### config.mk
export PLATFORM = sky130hd
export DESIGN_NAME = lcd_text_ctrl
export DESIGN_NICKNAME = d
export VERILOG_FILES = /design/src/rtl/lcd_pkg.sv /design/src/rtl/lcd_tick_gen.sv /design/src/rtl/lcd_text_ctrl.sv
export SDC_FILE = /design/constraint.sdc
export NUM_CORES = 1
export LEC_CHECK = 0
export BUFFER_PORTS_ARGS = -buffer_cell sky130_fd_sc_hd__buf_4
export CAP_MARGIN = 20
export CORE_AREA = 2 2 193 195
export CTS_CLUSTER_DIAMETER = 150
export DETAILED_ROUTE_END_ITERATION = 12
export DIE_AREA = 0 0 195 197
export GPL_TIMING_DRIVEN = 0
export PLACE_DENSITY = 0.66
export SYNTH_ARGS = -nofsm -noshare
export SYNTH_HDL_FRONTEND = slang
export SYNTH_SLANG_ARGS = --single-unit
export TNS_END_PERCENT = 100
### constraint.sdc
create_clock -name clk -period 3.8 [get_ports clk]
set_input_delay 0.19 -clock clk [delete_from_list [all_inputs] [get_ports clk]]
set_output_delay 0.19 -clock clk [all_outputs]
set_load 0.02 [all_outputs]
### src/rtl/lcd_pkg.sv
// Shared definitions for the character-LCD controller: HD44780 command codes,
// controller state encoding and the row-to-DDRAM base address map.
package lcd_pkg;

  localparam logic [7:0] CMD_FSET_1L = 8'h30;
  localparam logic [7:0] CMD_FSET_2L = 8'h38;
  localparam logic [7:0] CMD_DISP_ON = 8'h0C;
  localparam logic [7:0] CMD_ENTRY   = 8'h06;
  localparam logic [7:0] CMD_CLEAR   = 8'h01;
  localparam logic [7:0] CMD_DDRAM   = 8'h80;
  localparam logic [7:0] ASCII_SPACE = 8'h20;

  typedef enum logic [3:0] {
    ST_PON,
    ST_INIT0,
    ST_INIT1,
    ST_INIT2,
    ST_INIT3,
    ST_CLRW,
    ST_IDLE,
    ST_ADDR,
    ST_DATA,
    ST_FEND
  } lcd_state_e;

  // Rows 2 and 3 continue lines 0 and 1 in DDRAM, offset by the row length.
  function automatic logic [7:0] row_base(input logic [1:0] row, input int unsigned cols);
    case (row)
      2'd0:    return 8'h00;
      2'd1:    return 8'h40;
      2'd2:    return 8'(cols);
      default: return 8'h40 + 8'(cols);
    endcase
  endfunction

endpackage

### src/rtl/lcd_tick_gen.sv
// Free-running divider producing a one-clk tick enable every TICK_DIV clocks.
module lcd_tick_gen #(
  parameter int unsigned TICK_DIV = 16
) (
  input  logic clk_i,
  input  logic reset_i,
  output logic tick_o
);

  localparam int unsigned CW = $clog2(TICK_DIV);

  logic [CW-1:0] cnt_q, cnt_d;

  always_comb begin
    tick_o = (cnt_q == CW'(TICK_DIV - 1));
    cnt_d  = tick_o ? '0 : cnt_q + CW'(1);
  end

  always_ff @(posedge clk_i) begin
    if (reset_i) cnt_q <= '0;
    else         cnt_q <= cnt_d;
  end

endmodule

### src/rtl/lcd_text_ctrl.sv
// HD44780-style text LCD controller: runs the init sequence once, then paints
// the host-written ROWS x COLS character buffer continuously or on request.
module lcd_text_ctrl
  import lcd_pkg::*;
#(
  parameter int unsigned TICK_DIV = 16,
  parameter int unsigned COLS     = 16,
  parameter int unsigned ROWS     = 2,
  parameter int unsigned PON_WAIT = 8,
  parameter int unsigned CLR_WAIT = 4,
  parameter int unsigned AW       = $clog2(ROWS * COLS)
) (
  input  logic          clk,
  input  logic          reset,
  input  logic          wr_en,
  input  logic [AW-1:0] wr_addr,
  input  logic [7:0]    wr_data,
  input  logic          cont_mode,
  input  logic          refresh_req,
  output logic          busy,
  output logic          frame_done,
  output logic          lcd_rs,
  output logic          lcd_rw,
  output logic          lcd_en,
  output logic [7:0]    lcd_dat,
  output logic          lcd_bl_p,
  output logic          lcd_bl_n
);

  localparam int unsigned NCELL = ROWS * COLS;
  localparam int unsigned IW    = (NCELL > 1) ? $clog2(NCELL) : 1;
  localparam logic [7:0]  FSET  = (ROWS > 1) ? CMD_FSET_2L : CMD_FSET_1L;

  logic tick;

  lcd_tick_gen #(.TICK_DIV(TICK_DIV)) u_tick (
    .clk_i   (clk),
    .reset_i (reset),
    .tick_o  (tick)
  );

  logic [7:0]    cell_q [NCELL];
  logic [IW-1:0] rd_idx;
  logic [7:0]    rd_data;

  // Read-first: a write in the same clk as the tick-0 read lands after it.
  always_ff @(posedge clk) begin
    if (reset) begin
      for (int unsigned i = 0; i < NCELL; i++) cell_q[i] <= ASCII_SPACE;
    end else if (wr_en && (32'(wr_addr) < NCELL)) begin
      cell_q[IW'(wr_addr)] <= wr_data;
    end
  end

  lcd_state_e  state_q, state_d;
  logic [1:0]  phase_q, phase_d;
  logic [15:0] wait_q, wait_d;
  logic [1:0]  row_q, row_d;
  logic [5:0]  col_q, col_d;
  logic        pend_q, pend_d;
  logic        rs_q, rs_d;
  logic        en_q, en_d;
  logic [7:0]  dat_q, dat_d;

  logic        is_byte;
  logic        byte_rs;
  logic [7:0]  byte_val;

  always_comb begin
    rd_idx  = IW'(32'(row_q) * COLS + 32'(col_q));
    rd_data = cell_q[rd_idx];
  end

  always_comb begin
    is_byte  = 1'b1;
    byte_rs  = 1'b0;
    byte_val = '0;
    case (state_q)
      ST_INIT0: byte_val = FSET;
      ST_INIT1: byte_val = CMD_DISP_ON;
      ST_INIT2: byte_val = CMD_ENTRY;
      ST_INIT3: byte_val = CMD_CLEAR;
      ST_ADDR:  byte_val = CMD_DDRAM | row_base(row_q, COLS);
      ST_DATA: begin
        byte_val = rd_data;
        byte_rs  = 1'b1;
      end
      default:  is_byte = 1'b0;
    endcase
  end

  always_comb begin
    state_d = state_q;
    phase_d = phase_q;
    wait_d  = wait_q;
    row_d   = row_q;
    col_d   = col_q;
    pend_d  = pend_q;
    rs_d    = rs_q;
    en_d    = en_q;
    dat_d   = dat_q;

    if (state_q == ST_IDLE && refresh_req) pend_d = 1'b1;

    // FEND lasts exactly one clk, independent of the tick.
    if (state_q == ST_FEND) begin
      state_d = ST_IDLE;
    end else if (tick) begin
      if (is_byte) begin
        phase_d = phase_q + 2'd1;
        case (phase_q)
          2'd0: begin
            rs_d  = byte_rs;
            dat_d = byte_val;
            en_d  = 1'b0;
          end
          2'd1, 2'd2: en_d = 1'b1;
          default: begin
            en_d = 1'b0;
            case (state_q)
              ST_INIT0: state_d = ST_INIT1;
              ST_INIT1: state_d = ST_INIT2;
              ST_INIT2: state_d = ST_INIT3;
              ST_INIT3: begin
                state_d = ST_CLRW;
                wait_d  = '0;
              end
              ST_ADDR: begin
                state_d = ST_DATA;
                col_d   = '0;
              end
              default: begin
                if (32'(col_q) == COLS - 1) begin
                  col_d = '0;
                  if (32'(row_q) == ROWS - 1) begin
                    state_d = ST_FEND;
                  end else begin
                    row_d   = row_q + 2'd1;
                    state_d = ST_ADDR;
                  end
                end else begin
                  col_d = col_q + 6'd1;
                end
              end
            endcase
          end
        endcase
      end else begin
        case (state_q)
          ST_PON: begin
            if (32'(wait_q) + 32'd1 >= PON_WAIT) begin
              state_d = ST_INIT0;
              wait_d  = '0;
            end else begin
              wait_d = wait_q + 16'd1;
            end
          end
          ST_CLRW: begin
            if (32'(wait_q) + 32'd1 >= CLR_WAIT) begin
              state_d = ST_IDLE;
              wait_d  = '0;
            end else begin
              wait_d = wait_q + 16'd1;
            end
          end
          ST_IDLE: begin
            if (cont_mode || pend_q || refresh_req) begin
              state_d = ST_ADDR;
              row_d   = '0;
              phase_d = '0;
              pend_d  = 1'b0;
            end
          end
          default: ;
        endcase
      end
    end
  end

  always_ff @(posedge clk) begin
    if (reset) begin
      state_q <= ST_PON;
      phase_q <= '0;
      wait_q  <= '0;
      row_q   <= '0;
      col_q   <= '0;
      pend_q  <= 1'b0;
      rs_q    <= 1'b0;
      en_q    <= 1'b0;
      dat_q   <= '0;
    end else begin
      state_q <= state_d;
      phase_q <= phase_d;
      wait_q  <= wait_d;
      row_q   <= row_d;
      col_q   <= col_d;
      pend_q  <= pend_d;
      rs_q    <= rs_d;
      en_q    <= en_d;
      dat_q   <= dat_d;
    end
  end

  always_comb begin
    busy       = (state_q != ST_IDLE);
    frame_done = (state_q == ST_FEND);
    lcd_rs     = rs_q;
    lcd_en     = en_q;
    lcd_dat    = dat_q;
    lcd_rw     = 1'b0;
    lcd_bl_p   = 1'b1;
    lcd_bl_n   = 1'b0;
  end

endmodule

Word level (Yosys, flattened, before mapping) --
Memories as Yosys holds them, arrays and structs flattened. Index checks and enable logic that the tools add are counted.
Cells by class: bitwise gates (word level) 3, eq/ne operators 30, magnitude comparators 2, reduce and logical (&&, ||, !) cells 28, multiplexer cells 46, add/sub/neg operators 7
Operator list (count):
- 2-to-1 mux 16 bit | 5
- one-hot mux 8 bit (6 select lines) | 1
- greater-or-equal comparator 32 x 4 -> 1 bit (second input constant) | 1
- one-hot mux 16 bit (2 select lines) | 1
- 2-to-1 mux 4 bit | 7
- one-hot mux 7 bit (3 select lines) | 1
- one-hot mux 4 bit (5 select lines) | 1
- adder 16 x 1 -> 17 bit (second input constant) | 1
- greater-or-equal comparator 17 x 3 -> 1 bit (second input constant) | 1
- adder 16 x 1 -> 16 bit (second input constant) | 1
- == test 4 x 3 -> 1 bit (second input constant) | 4
- 2-to-1 mux 2 bit | 8
- 2-to-1 mux 1 bit | 15
- AND reduction 7 bit | 2
- == test 4 bit (second input constant) | 3
- one-hot mux 4 bit (3 select lines) | 1
- one-hot mux 6 bit (2 select lines) | 1
- AND reduction 5 bit | 2
- != test 3 bit (second input constant) | 3
- == test 4 x 2 -> 1 bit (second input constant) | 2
- 2-to-1 mux 8 bit | 1
- != test 4 x 3 -> 1 bit (second input constant) | 2
- != test 4 bit (second input constant) | 2
- != test 8 x 2 -> 1 bit (second input constant) | 1
- other kinds (33) | 49
Storage, ports and cells: memories kept 1, output and inout port bits 15, RAM bits 256, bits in registers 45, input port bits 18
Memories:
- cell_q | words 32, width 8, read ports 1, clocked after memory_dff 0, wr ports 32, line lcd_text_ctrl.sv:42 | logic [7:0] cell_q [NCELL];

Longest topological paths before layout --
depth after elaboration 8, depth in mapped cells 10, depth with buffers taken out 7

By module --
Synthesis repeated with hierarchy kept, for this count alone.
Second synthesis, totals: cells, all modules 1099, area total of the unflattened synthesis 14335.0 µm²
By module, submodules not included:
- lcd_text_ctrl | area an instance 14168.6 µm², instances 1, cells an instance 1084
- lcd_tick_gen | area an instance 166.4 µm², instances 1, cells an instance 15

Least setup slack after synthesis --
OpenSTA, ideal clock, no wires.
path kind flip-flop to flip-flop, start point register wait_q[0], end point register state_q[3], path slack 1.682 ns, setup time 0.116 ns, period minus slack after synthesis 2.118 ns, cell stages (with the launch flop) 9, buffers on the path 1, data arrival time 2.001 ns, cell sequence dfxtp_1 -> ha_1 -> clkbuf_1 -> and3_2 -> o2111ai_1 -> a222oi_1 -> a31oi_1 -> and2_4 -> o211a_1
On the way: cells in the longest elaborated chain, start to end 4, elaborated cells between the ends (all ways) 6, classes of those cells add/sub: 1; order compare: 2; eq/ne: 2; reduce/logical: 1
Ends and longest elaborated chain:
- start, declared | line lcd_text_ctrl.sv:57 | logic [15:0] wait_q, wait_d;
- start signal, assigned | line lcd_text_ctrl.sv:194 | wait_q <= wait_d;
- adder 16 x 1 -> 17 bit (*) | line lcd_text_ctrl.sv:151, lcd_text_ctrl.sv:159
- greater-or-equal comparator 32 x 4 -> 1 bit / greater-or-equal comparator 17 x 3 -> 1 bit (equally long branches) | line lcd_text_ctrl.sv:151, lcd_text_ctrl.sv:159
- != test 3 bit (no source line)
- AND reduction 7 bit (no source line) (*)
- end signal, assigned | line lcd_text_ctrl.sv:192 | state_q <= state_d;
- end, declared | line lcd_text_ctrl.sv:55 | lcd_state_e state_q, state_d;
Every way passes the cells marked *; elsewhere a longest branch is shown, timed or not. A chain may end at the register's enable or synchronous reset.

Worst setup path after layout --
start point register col_q[1], end point register dat_q[7] (netlist: lcd_dat[7])
On the way: cells in the longest elaborated chain, start to end 3
Ends and longest elaborated chain:
- start, declared | line lcd_text_ctrl.sv:59 | logic [5:0] col_q, col_d;
- start signal, assigned | line lcd_text_ctrl.sv:196 | col_q <= col_d;
- adder 5 bit | line lcd_text_ctrl.sv:70 | rd_idx = IW'(32'(row_q) * COLS + 32'(col_q));
- memory (32 x 8 bit)
- one-hot mux 8 bit (6 select lines) | line lcd_text_ctrl.sv:78 | case (state_q)
- end signal, assigned | line lcd_text_ctrl.sv:200 | dat_q <= dat_d;
- end, declared | line lcd_text_ctrl.sv:63 | logic [7:0] dat_q, dat_d;
Every way passes these cells.

==> flow_summary.ini <==
[grt]
grt_pass1_wl_um = 57800
grt_usage_pct = 20.2
grt_overflow = 0
grt_pass1_vias = 9155
grt_max_degree = 14
antenna_found_initial = 0

[worst_setup_path]
arrival_ns = 3.39
slowest_stage = o221ai_1
startpoint = col_q[1]$_SDFFE_PP0P_
ff2ff_path_depth = 9
cp_num_cells = 9
crit_path_end_kind = flip-flop
max_stage_delay_ns = 0.45
cp_top_family = compound AO/OA/AOI/OAI gates
endpoint = lcd_dat[7]$_SDFFE_PP0P_
r2r-end = lcd_dat[7]$_SDFFE_PP0P_
worstPathCellList = buf_2, buf_2, nand2_1, clkbuf_1, o221ai_1, o22ai_1, a211oi_1, o22ai_1, nor2_1
cp_num_buf_inv = 3
r2r_setup_slack_ns = 0.86
r2r-start = col_q[1]$_SDFFE_PP0P_
cp_max_fo = 10
crit_type = reg -> reg
worstSetupStartpointType = flip-flop
crit_required_ns = 4.25

[route]
avgRoutedWirePerCell_um = 23.4
drcViolationCount = 0
via_per_inst = 5.63
vias = 9223
drt-initial-drc-count = 942
dr.pass1.iters = 8
detail-route-antenna-nets = 0
wirelength_um = 38400

[yosys]
synth-seq-cells = 301
avgSynthCellArea_um2 = 13.3
synth_edf_count = 256
ys_seq_area_share_pct = 59.9
syn_area_um2 = 14300
ys.flop_type = edfxtp_1
async_flop_share_pct = 0
synth.distinct_cells = 69
synthCells = 1078
yosysWarningCount = 0

[sta]
fin_worst_skew_ns = 0.00760
fmax_mhz = 340
post-route-period-util_pct = 77.4
maxSlewViolCount = 0
hold_viol = 0
rsz0062_at_grt = no
layout_min_cycle_time_ns = 2.94
setup_tns_ns = 0
max_slew_margin_pct = 33.1
fin_ws_ns = 0.860
tightest_slew_ns = 1.00
setup_viol = 0

[cts]
cts_hold_buf = 0
postCtsSetupBuffers = 0
path_clk_slew_ns = 0.06
cts-root-buf = clkbuf_16
clockBufferDepth = 3
cts_made_buffers = 34
cts_resized = 0
cts_tree = built
clock_latency_ns = 0.51
h-tree-depth = 2
cts_sinks = 301

[finish]
nets = 1170
fillers = 3292
drive_gt1_share_pct = 17.5
seq_area_um2 = 8590
fin_cells = 1638
multi_input_area_um2 = 5330
syn_to_final_growth_pct = 13.2

[floorplan]
die_y_um = 197
core_um2 = 36300
rows = 70
chipWidth_um = 195
dieArea_um2 = 38400
ios = 33
start_util_pct = 39.5

[power_and_ir_drop]
p_total_w = 0.00726
vdd_ir_drop_max_v = 0.000249
powerDensity_nw_per_um2 = 447
leakage_nw = 5.50

[placed_design]
hpwl_um = 26800
dp_slack_ns = 0.968
numPortBuffers = 28
place_congestion = 0.913
dp.cells = 1576

[run_status]
status = complete, no violations

[run]
maxCapViolations = 0

[min_path]
hold_path_class = in -> reg
-- flip-flops by register name (all words and copies together) (netlist names) --
name and count:
col_q 6, state_q 4, lcd_en 1, pend_q 1
u_tick.cnt_q 4, phase_q 2, lcd_dat 8, lcd_rs 1
cell_q 256, wait_q 16, row_q 2
-- worst min path at each step --
stage / startpoint / end / slack (ns) / depth (start not counted)
3_3_place_gp: wait_q[15]$_SDFFE_PP0P_ / wait_q[15]$_SDFFE_PP0P_ / 0.43 / 1
2_1_floorplan: wr_data[5] / cell_q[30][5]$_SDFFCE_PN1P_ / 0.37 / 1
4_1_cts: wr_data[5] / cell_q[31][5]$_SDFFCE_PN1P_ / 0.007 / 2
5_1_grt: wr_data[5] / cell_q[30][5]$_SDFFCE_PN1P_ / 0.02 / 2
3_5_place_dp: wait_q[14]$_SDFFE_PP0P_ / wait_q[14]$_SDFFE_PP0P_ / 0.44 / 1
6_report: wr_data[5] / cell_q[30][5]$_SDFFCE_PN1P_ / 0.01 / 2
-- stage by stage --
step | util, % | hold slack [ns] | instance area (um2)
CTS | 44.7 | 0.00682 | 16200
detailed placement | 41.8 | 0.444 | 15200
global route | 44.7 | 0.0172 | 16200
floorplan | - | 0.370 | 14300
global placement | 41.7 | 0.434 | 15100
finish | 44.7 | 0.0114 | 16200
-- worst reg2reg max path, delay by kind of cell, from the launching register on --
kind                   cells  cell delay, ns
buffers and inverters      3            1.12
AND/OR/NAND/NOR            2            0.24
AO/OA/AOI/OAI              4            1.14
flip-flops                 1            0.38
-- routing by layer --
layer	wire, um	global-route usage, %	up-vias
met5	0	0	-
met4	838	5.63	0
met2	18400	33.3	389
li1	-	-	4109
met3	3070	2.89	66
met1	16000	28.1	4659
-- final cells by class --
type                       instances  area share [%]
antenna                            1          0.0154
sequential                       301            52.9
timing repair buffer              29            1.39
multi-input combinational        690            32.9
buffer                            78            2.37
clock buffer                      46            6.04
inverter                          10           0.231
tap                              468            3.61
clock inverter                    15           0.563
-- kinds of logic (layout without fill, tap and decap cells) --
group,Yosys count,in the layout,synth area share (%)
AO/OA/AOI/OAI,104,104,5.29
XOR/XNOR,11,11,0.672
adder cells (fa/ha/maj),8,8,0.698
multiplexers,94,94,11.6
other,2,4,0.0524
flip-flops,301,301,59.9
buffers and inverters,88,178,2.94
AND/OR/NAND/NOR,470,470,18.9
-- synthesized netlist by cell type (all sizes together), types with 4 or more instances --
cell / n / share of area (%)
buf: 24 / 1.3
or3: 34 / 1.5
nor2: 66 / 1.7
a41oi: 4 / 0.24
o22ai: 7 / 0.31
dfxtp: 45 / 6.3
ha: 8 / 0.70
nand3: 6 / 0.21
xnor2: 7 / 0.43
mux4: 57 / 9.0
o221ai: 9 / 0.55
xor2: 4 / 0.24
nor2b: 5 / 0.22
edfxtp: 256 / 54
and2: 240 / 10
nand4: 7 / 0.31
o32ai: 4 / 0.24
a311oi: 6 / 0.37
or2: 33 / 1.4
a21oi: 24 / 0.86
a211oi: 4 / 0.24
nand2: 37 / 0.97
o21bai: 6 / 0.31
a31oi: 7 / 0.31
nand2b: 7 / 0.31
inv: 10 / 0.26
and3: 5 / 0.23
nor3: 11 / 0.38
mux2i: 35 / 2.4
nand3b: 5 / 0.26
o21ai: 11 / 0.38
clkbuf: 54 / 1.4
-- placed cells by master (no fill, tap or decap), types with 4 or more instances in the layout --
| master | count |
|---|---|
| xor2_1 | 4 |
| buf_2 | 10 |
| clkinv_2 | 7 |
| a41oi_1 | 4 |
| nor3_1 | 11 |
| and2_1 | 238 |
| nand2_1 | 37 |
| clkbuf_1 | 61 |
| nand2b_1 | 7 |
| or3_1 | 34 |
| buf_4 | 34 |
| mux4_2 | 57 |
| o22ai_1 | 7 |
| nand3b_1 | 5 |
| edfxtp_1 | 256 |
| nand4_1 | 7 |
| ha_1 | 8 |
| and3_1 | 4 |
| nor2_1 | 66 |
| clkbuf_16 | 37 |
| dfxtp_1 | 45 |
| a311oi_1 | 6 |
| a21oi_1 | 23 |
| buf_6 | 6 |
| o221ai_1 | 9 |
| o21ai_0 | 10 |
| or2_2 | 33 |
| nor2b_1 | 5 |
| o32ai_1 | 4 |
| mux2i_1 | 35 |
| a31oi_1 | 7 |
| o21bai_1 | 6 |
| inv_1 | 10 |
| clkinv_1 | 7 |
| nand3_1 | 6 |
| xnor2_1 | 7 |
-- power breakdown --
part | internal (W) | switching (W) | total [W]
sequential | 0.00373 | 0.0000441 | 0.00377
combinational | 0.000104 | 0.000210 | 0.000314
clock | 0.00187 | 0.00130 | 0.00317
Note: power is estimated with default switching activity, not from simulation.
